--- src/rtl/eater_pkg.sv ---
// ---------------------------------------------------------------------------
// eater_pkg
// Shared definitions for the Eater-style 8-bit teaching CPU core:
//   - OPCODE_W   : width of the opcode field at the top of every word
//   - opcode_e   : instruction opcodes (anything not listed executes as NOP)
//   - tstate_e   : the five microcode steps T0..T4 of every instruction
// No ports; imported by eater_ram and eater_core.
// ---------------------------------------------------------------------------
package eater_pkg;

    localparam int OPCODE_W = 4;

    typedef enum logic [OPCODE_W-1:0] {
        OP_NOP = 4'h0,
        OP_LDA = 4'h1,
        OP_ADD = 4'h2,
        OP_SUB = 4'h3,
        OP_STA = 4'h4,
        OP_LDI = 4'h5,
        OP_JMP = 4'h6,
        OP_JC  = 4'h7,
        OP_JZ  = 4'h8,
        OP_OUT = 4'hE,
        OP_HLT = 4'hF
    } opcode_e;

    typedef enum logic [2:0] {
        T0 = 3'd0,
        T1 = 3'd1,
        T2 = 3'd2,
        T3 = 3'd3,
        T4 = 3'd4
    } tstate_e;

endpackage

--- src/rtl/eater_ram.sv ---
// ---------------------------------------------------------------------------
// eater_ram
// Unified program/data memory of the core: 2**ADDR_W words of DATA_W bits.
// Synchronous write, combinational read. Contents are deliberately not
// reset so a program survives a core reset.
// Ports:
//   clk    in   clock
//   we     in   write enable (already muxed between STA and programming)
//   waddr  in   ADDR_W write address
//   wdata  in   DATA_W write data
//   raddr  in   ADDR_W read address
//   rdata  out  DATA_W read data (combinational)
// ---------------------------------------------------------------------------
module eater_ram
    import eater_pkg::*;
#(
    parameter int DATA_W = 8,
    parameter int ADDR_W = 4
) (
    input  logic              clk,
    input  logic              we,
    input  logic [ADDR_W-1:0] waddr,
    input  logic [DATA_W-1:0] wdata,
    input  logic [ADDR_W-1:0] raddr,
    output logic [DATA_W-1:0] rdata
);

    logic [DATA_W-1:0] mem_q [2**ADDR_W];

    always_ff @(posedge clk) begin
        if (we) begin
            mem_q[waddr] <= wdata;
        end
    end

    assign rdata = mem_q[raddr];

endmodule

--- src/rtl/eater_core.sv ---
// ---------------------------------------------------------------------------
// eater_core
// Multi-cycle accumulator CPU in the style of the Ben Eater breadboard
// computer. Every instruction takes five steps T0..T4: T0 latches PC into
// MAR, T1 fetches into IR and increments PC, T2..T4 execute.
// Optional feature macro: EATER_COND_JUMP_EN enables JC/JZ; without it they
// behave as NOP although carry/zero are still maintained.
// Ports:
//   clk        in   clock
//   rst_n      in   asynchronous active-low reset (memory is not cleared)
//   prog_mode  in   1 = core held at T0, memory writable from outside
//   prog_we    in   programming write strobe (only honoured in prog_mode)
//   prog_addr  in   ADDR_W programming address
//   prog_data  in   DATA_W programming data
//   out_data   out  DATA_W output register (written by OUT)
//   out_valid  out  one-cycle pulse after out_data is updated
//   halted     out  core stopped on HLT
//   pc         out  ADDR_W program counter (debug)
// ---------------------------------------------------------------------------
module eater_core
    import eater_pkg::*;
#(
    parameter int DATA_W = 8,
    parameter int ADDR_W = 4
) (
    input  logic              clk,
    input  logic              rst_n,
    input  logic              prog_mode,
    input  logic              prog_we,
    input  logic [ADDR_W-1:0] prog_addr,
    input  logic [DATA_W-1:0] prog_data,
    output logic [DATA_W-1:0] out_data,
    output logic              out_valid,
    output logic              halted,
    output logic [ADDR_W-1:0] pc
);

`ifdef EATER_COND_JUMP_EN
    localparam bit COND_JUMP = 1'b1;
`else
    localparam bit COND_JUMP = 1'b0;
`endif

    tstate_e           state_q, state_d;
    logic [ADDR_W-1:0] pc_q, pc_d;
    logic [ADDR_W-1:0] mar_q, mar_d;
    logic [DATA_W-1:0] ir_q, ir_d;
    logic [DATA_W-1:0] a_q, a_d;
    logic [DATA_W-1:0] b_q, b_d;
    logic              carry_q, carry_d;
    logic              zero_q, zero_d;
    logic [DATA_W-1:0] out_data_q, out_data_d;
    logic              out_valid_q, out_valid_d;
    logic              halted_q, halted_d;
    logic              prog_prev_q, prog_prev_d;

    logic              ram_we;
    logic [ADDR_W-1:0] ram_waddr;
    logic [DATA_W-1:0] ram_wdata;
    logic [DATA_W-1:0] ram_rdata;

    logic [OPCODE_W-1:0] opcode;
    logic [ADDR_W-1:0]   operand;
    logic [DATA_W:0]     add_full;
    logic [DATA_W:0]     sub_full;

    assign opcode  = ir_q[DATA_W-1 -: OPCODE_W];
    assign operand = ir_q[ADDR_W-1:0];

    // Subtraction as A + ~B + 1 so the top bit is the "no borrow" carry.
    assign add_full = {1'b0, a_q} + {1'b0, b_q};
    assign sub_full = {1'b0, a_q} + {1'b0, ~b_q} + {{DATA_W{1'b0}}, 1'b1};

    // Memory is always read at MAR: the fetch address in T1, the operand
    // address (loaded at T2) in T3.
    eater_ram #(
        .DATA_W (DATA_W),
        .ADDR_W (ADDR_W)
    ) u_ram (
        .clk   (clk),
        .we    (ram_we),
        .waddr (ram_waddr),
        .wdata (ram_wdata),
        .raddr (mar_q),
        .rdata (ram_rdata)
    );

    // Next-state logic. Priority: programming mode, then the cycle right
    // after leaving programming mode (clears the architectural state), then
    // normal execution unless halted. Programming mode simply overrides the
    // current T-state, so an in-flight instruction loses its side effects.
    always_comb begin
        state_d     = state_q;
        pc_d        = pc_q;
        mar_d       = mar_q;
        ir_d        = ir_q;
        a_d         = a_q;
        b_d         = b_q;
        carry_d     = carry_q;
        zero_d      = zero_q;
        out_data_d  = out_data_q;
        out_valid_d = 1'b0;
        halted_d    = halted_q;
        prog_prev_d = prog_mode;
        ram_we      = 1'b0;
        ram_waddr   = mar_q;
        ram_wdata   = a_q;

        if (prog_mode) begin
            state_d   = T0;
            halted_d  = 1'b0;
            ram_we    = prog_we;
            ram_waddr = prog_addr;
            ram_wdata = prog_data;
        end else if (prog_prev_q) begin
            state_d = T0;
            pc_d    = '0;
            a_d     = '0;
            b_d     = '0;
            carry_d = 1'b0;
            zero_d  = 1'b0;
        end else if (!halted_q) begin
            case (state_q)
                T0: begin
                    mar_d   = pc_q;
                    state_d = T1;
                end
                T1: begin
                    ir_d    = ram_rdata;
                    pc_d    = pc_q + ADDR_W'(1);
                    state_d = T2;
                end
                T2: begin
                    state_d = T3;
                    case (opcode)
                        OP_LDA, OP_ADD, OP_SUB, OP_STA: mar_d = operand;
                        OP_LDI: a_d = {{(DATA_W-ADDR_W){1'b0}}, operand};
                        OP_JMP: pc_d = operand;
                        OP_JC: begin
                            if (COND_JUMP && carry_q) pc_d = operand;
                        end
                        OP_JZ: begin
                            if (COND_JUMP && zero_q) pc_d = operand;
                        end
                        OP_OUT: begin
                            out_data_d  = a_q;
                            out_valid_d = 1'b1;
                        end
                        OP_HLT: begin
                            halted_d = 1'b1;
                            state_d  = T2;
                        end
                        default: ;
                    endcase
                end
                T3: begin
                    state_d = T4;
                    case (opcode)
                        OP_LDA:         a_d    = ram_rdata;
                        OP_ADD, OP_SUB: b_d    = ram_rdata;
                        OP_STA:         ram_we = 1'b1;
                        default: ;
                    endcase
                end
                T4: begin
                    state_d = T0;
                    case (opcode)
                        OP_ADD: begin
                            {carry_d, a_d} = add_full;
                            zero_d         = (add_full[DATA_W-1:0] == '0);
                        end
                        OP_SUB: begin
                            {carry_d, a_d} = sub_full;
                            zero_d         = (sub_full[DATA_W-1:0] == '0);
                        end
                        default: ;
                    endcase
                end
                default: state_d = T0;
            endcase
        end
    end

    // All core registers share the asynchronous active-low reset.
    always_ff @(posedge clk or negedge rst_n) begin
        if (!rst_n) begin
            state_q     <= T0;
            pc_q        <= '0;
            mar_q       <= '0;
            ir_q        <= '0;
            a_q         <= '0;
            b_q         <= '0;
            carry_q     <= 1'b0;
            zero_q      <= 1'b0;
            out_data_q  <= '0;
            out_valid_q <= 1'b0;
            halted_q    <= 1'b0;
            prog_prev_q <= 1'b0;
        end else begin
            state_q     <= state_d;
            pc_q        <= pc_d;
            mar_q       <= mar_d;
            ir_q        <= ir_d;
            a_q         <= a_d;
            b_q         <= b_d;
            carry_q     <= carry_d;
            zero_q      <= zero_d;
            out_data_q  <= out_data_d;
            out_valid_q <= out_valid_d;
            halted_q    <= halted_d;
            prog_prev_q <= prog_prev_d;
        end
    end

    assign out_data  = out_data_q;
    assign out_valid = out_valid_q;
    assign halted    = halted_q;
    assign pc        = pc_q;

endmodule

--- config.mk ---
export PLATFORM = sky130hd
export DESIGN_NAME = eater_core
export DESIGN_NICKNAME = d
export VERILOG_FILES = /design/src/rtl/eater_pkg.sv /design/src/rtl/eater_ram.sv /design/src/rtl/eater_core.sv
export SDC_FILE = /design/constraint.sdc
export NUM_CORES = 1
export LEC_CHECK = 0
export ABC_AREA = 1
export CAP_MARGIN = 20
export CORE_UTILIZATION = 35
export CTS_CLUSTER_SIZE = 30
export DETAILED_ROUTE_END_ITERATION = 7
export PLACE_DENSITY = 0.47
export RECOVER_POWER = 100
export SLEW_MARGIN = 5
export SYNTH_ARGS = -nofsm -noshare
export SYNTH_HDL_FRONTEND = slang
export SYNTH_SLANG_ARGS = --single-unit
--- constraint.sdc ---
create_clock -name clk -period 2.3 [get_ports clk]
set_input_delay 0.23 -clock clk [delete_from_list [all_inputs] [get_ports clk]]
set_output_delay 0.23 -clock clk [all_outputs]
set_load 0.01 [all_outputs]
==> impl_metrics.csv <==
group,metric,value,unit
logic_synthesis,netlist.area_leader.share,46.50,%
timing,grt_setup_unrepaired,"false",
global_routing,antenna_found_initial,0,
logic_synthesis,synthDistinctLibCells,39,
timing,timing.max_slew.rel_slack,31.58,%
floorplan,placeableCoreArea,22920,µm²
place,dp_worst_setup_slack,-11.29,ps
logic_synthesis,synth.ff_latch_count,174,
routing,vias,6113,
logic_synthesis,synthTopCellsByArea,"edfxtp_1 46%, dfrtp_1 14%, nand2_1 7.7%",
timing,worst_pin_slew,1026,ps
final_layout,stdcell_area,9691,µm²
pwr,p_leak,3.971,nW
critical_path,timing.critical_path.cells,"nand2_1 > nor2_8 > inv_4 > o31ai_4 > buf_12 > nand3_2 > nor2_1 > clkbuf_2",
place,dp_cells,1218,
pwr,worst_ir_drop_vdd,0.0004643,V
global_routing,grt_pass1_vias,6127,
clocking,cts.sinks,174,
floorplan,initial_utilization,36.07,%
critical_path,ff2ff_path_depth,8,
routing,routed_wl,22280,µm
place,port_buffers,29,
clocking,clk_transition_reported_paths,80,ps
logic_synthesis,most_area_hungry_cell_type_in_the_yosys_netlist,"edfxtp_1",
clocking,tritoncts,"built",
final_layout,final_util,42.29,%
clocking,cts_root_buf,"clkbuf_16",
logic_synthesis,postSynthNetCount,895,
critical_path,critical_path.max_fanout,10,
timing,achievable-frequency,461.4,MHz
critical_path,timing.critical_path.from_type,"flop",
timing,setup_viol,0,
critical_path,master_of_the_slowest_instance_on_the_critical_path,"dfrtp_1",
timing,slew_limit_fails,0,
logic_synthesis,edff_count_synth,128,
final_layout,design.final.nets,959,
timing,worst_clock_skew,10.56,ps
place,placed_area,9218,µm²
final_layout,multi_input_logic_area,2815,µm²
logic_synthesis,yosysSeqAreaShare,60.42,%
place,routabilityCongestion,0.8148,
job,max_cap_violations,0,
clocking,cts-htree-levels,4,
global_routing,grt_first_pass_wirelength,35000,µm
timing,timing.final.crit_period,2167,ps
routing,drtAntennaViolNets,0,
logic_synthesis,ys_warn_count,0,
clocking,clk-insertion-delay-late,440,ps
routing,post-route-drc-count,0,
pwr,finalPower,8.310,mW
timing,finalHoldWorstSlack,425.3,ps
timing,finalWorstSetupSlack,132.8,ps
critical_path,worst_setup_path_end_kind,"flop",
critical_path,critical_path_class,"reg2reg",
floorplan,num_io_pins,30,
critical_path,cp_data_arrival_time,2290,ps
final_layout,sequential_cell_area_in_the_final_layout,4996,µm²
floorplan,chipHeight,155.7,µm
logic_synthesis,synth_async_sr_flop_share,26.44,%
global_routing,grt.overflow.total,0,
critical_path,worstPathRequired,2430,ps
global_routing,grt_start_max_net_pins,69,
global_routing,grt_usage,19.67,%
routing,detail_route.first_pass.iterations,5,
logic_synthesis,syn-mean-instance-area,9.601,µm²
status,status,"completed",
floorplan,die_width,155.7,µm
logic_synthesis,synthesis.instances,861,
min_path,worstHoldPathType,"in2async",
logic_synthesis,syn-cell-area,8267,µm²
critical_path,critical_path.max_stage_delay,460,ps
clocking,cts-buffers-inserted,17,
final_layout,drive_above_1_share,9.808,%
final_layout,stdcell_count,1251,
logic_synthesis,synth_ff_type,"edfxtp_1",
final_layout,fillers,2308,
place,hpwl,15610,µm
floorplan,rows,55,
timing,setup_tns,0,ps
routing,detail_route.wl_per_cell,17.81,µm
timing,hold_violations,0,
routing,iteration_0_drc_count_of_the_detailed_router,397,
final_layout,n_antenna_cell,0,
timing,final_min_period_over_clock_period,94.23,%
routing,vias_per_cell,4.886,
clocking,cts-root-to-sink-buffers,2,
pwr,power-per-cell-area,857.5,nW/µm²
floorplan,die_area,24240,µm²
final_layout,area_delta_synth_final,17.22,%
state kept, by name, summed over array words and instances, names as in the netlist:
name,count
out_valid,1
prog_prev_q,1
ir_q,8
out_data,8
state_q,3
mar_q,4
u_ram.mem_q,128
halted,1
a_q,8
pc,4
b_q,8
cell type report:
type / instances / share of cell area, %
well taps: 313 / 4.041
inverters: 73 / 2.853
clock buffers: 17 / 4.390
clock inverters: 15 / 1.524
repair buffers: 77 / 6.585
flip-flops and latches: 174 / 51.56
multi-input cells: 582 / 29.05
routing by layer:
| metal | routed length [µm] | part of all wire [%] | up-vias | GRT usage, % |
|---|---|---|---|---|
| li1 | - | - | 3026 | - |
| met4 | 348 | 1.6 | 0 | 6.209 |
| met1 | 10130 | 45 | 2930 | 25.95 |
| met5 | 0 | 0 | - | 0 |
| met2 | 10850 | 49 | 133 | 32.61 |
| met3 | 946 | 4.2 | 24 | 3.778 |
cell usage in the layout, fill, tap and decap left out, types with 5 or more instances in the layout:
cell type | netlist | routed
inv_8 | 0 | 5
dfrtp_1 | 46 | 45
edfxtp_1 | 128 | 128
nor2_1 | 148 | 148
buf_4 | 3 | 17
a21oi_1 | 10 | 10
nand4_1 | 5 | 5
clkbuf_2 | 0 | 12
o21ai_0 | 106 | 106
dlygate4sd3_1 | 0 | 16
nand2_1 | 170 | 172
inv_1 | 62 | 63
ha_1 | 16 | 16
clkbuf_16 | 0 | 17
nand3_1 | 75 | 76
o211ai_1 | 15 | 15
clkbuf_1 | 9 | 10
buf_12 | 0 | 5
clkdlybuf4s50_1 | 0 | 13
inv_2 | 8 | 7
final timing paths:
path / startpoint / end / slack (ps)
worst min-delay path: rst_n / pc[2] / 430
worst min register to register: out_data[5] / out_data[5] / 480
min in group clk: out_data[5] / out_data[5] / 480
max in group asynchronous: rst_n / out_data[5] / 650
worst max register to register: state_q[1] / u_ram.mem_q[14][6] / 130
worst max-delay path: state_q[1] / u_ram.mem_q[14][6] / 130
synth_stat cells (3+ instances only):
master	number
o211ai_1	15
clkbuf_1	9
inv_2	8
dfrtp_1	46
buf_4	3
buf_2	19
nand2_1	170
nand2_2	4
a21oi_1	10
nand3_1	75
nand4_1	5
o21ai_1	4
ha_1	16
nor2_1	148
edfxtp_1	128
inv_1	62
or2_2	4
o21ai_0	106
nand3_2	3
power breakdown:
group          switching (mW)  internal [mW]
combinational            1.25          0.592
sequential              0.126           3.52
clock                    1.37           1.44
total                    2.75           5.56
what timing repair did:
action / CTS / global route
setup endpoints to repair: 0 / 1
gates resized for setup: 0 / 2
endpoints found under the hold margin: 32 / 0
buffers inserted: 0 / 0
hold buffers: 1 / 0
worst max-delay path, delay by kind of cell, from the launching register on:
| kind | cells | cell delay, ps |
|---|---|---|
| and+or+nand+nor | 4 | 630 |
| buffers and inverters | 3 | 490 |
| DFF | 1 | 460 |
| AOI/OAI and AO/OA | 1 | 270 |
logic make-up after synthesis:
family / share of synthesized area [%]
compound gates: 9.308
xor+xnor: 0.3179
fa+ha+maj: 2.906
buf+inv: 5.222
flops: 60.42
simple gates: 21.83
Note: power is estimated with default switching activity, not from simulation.
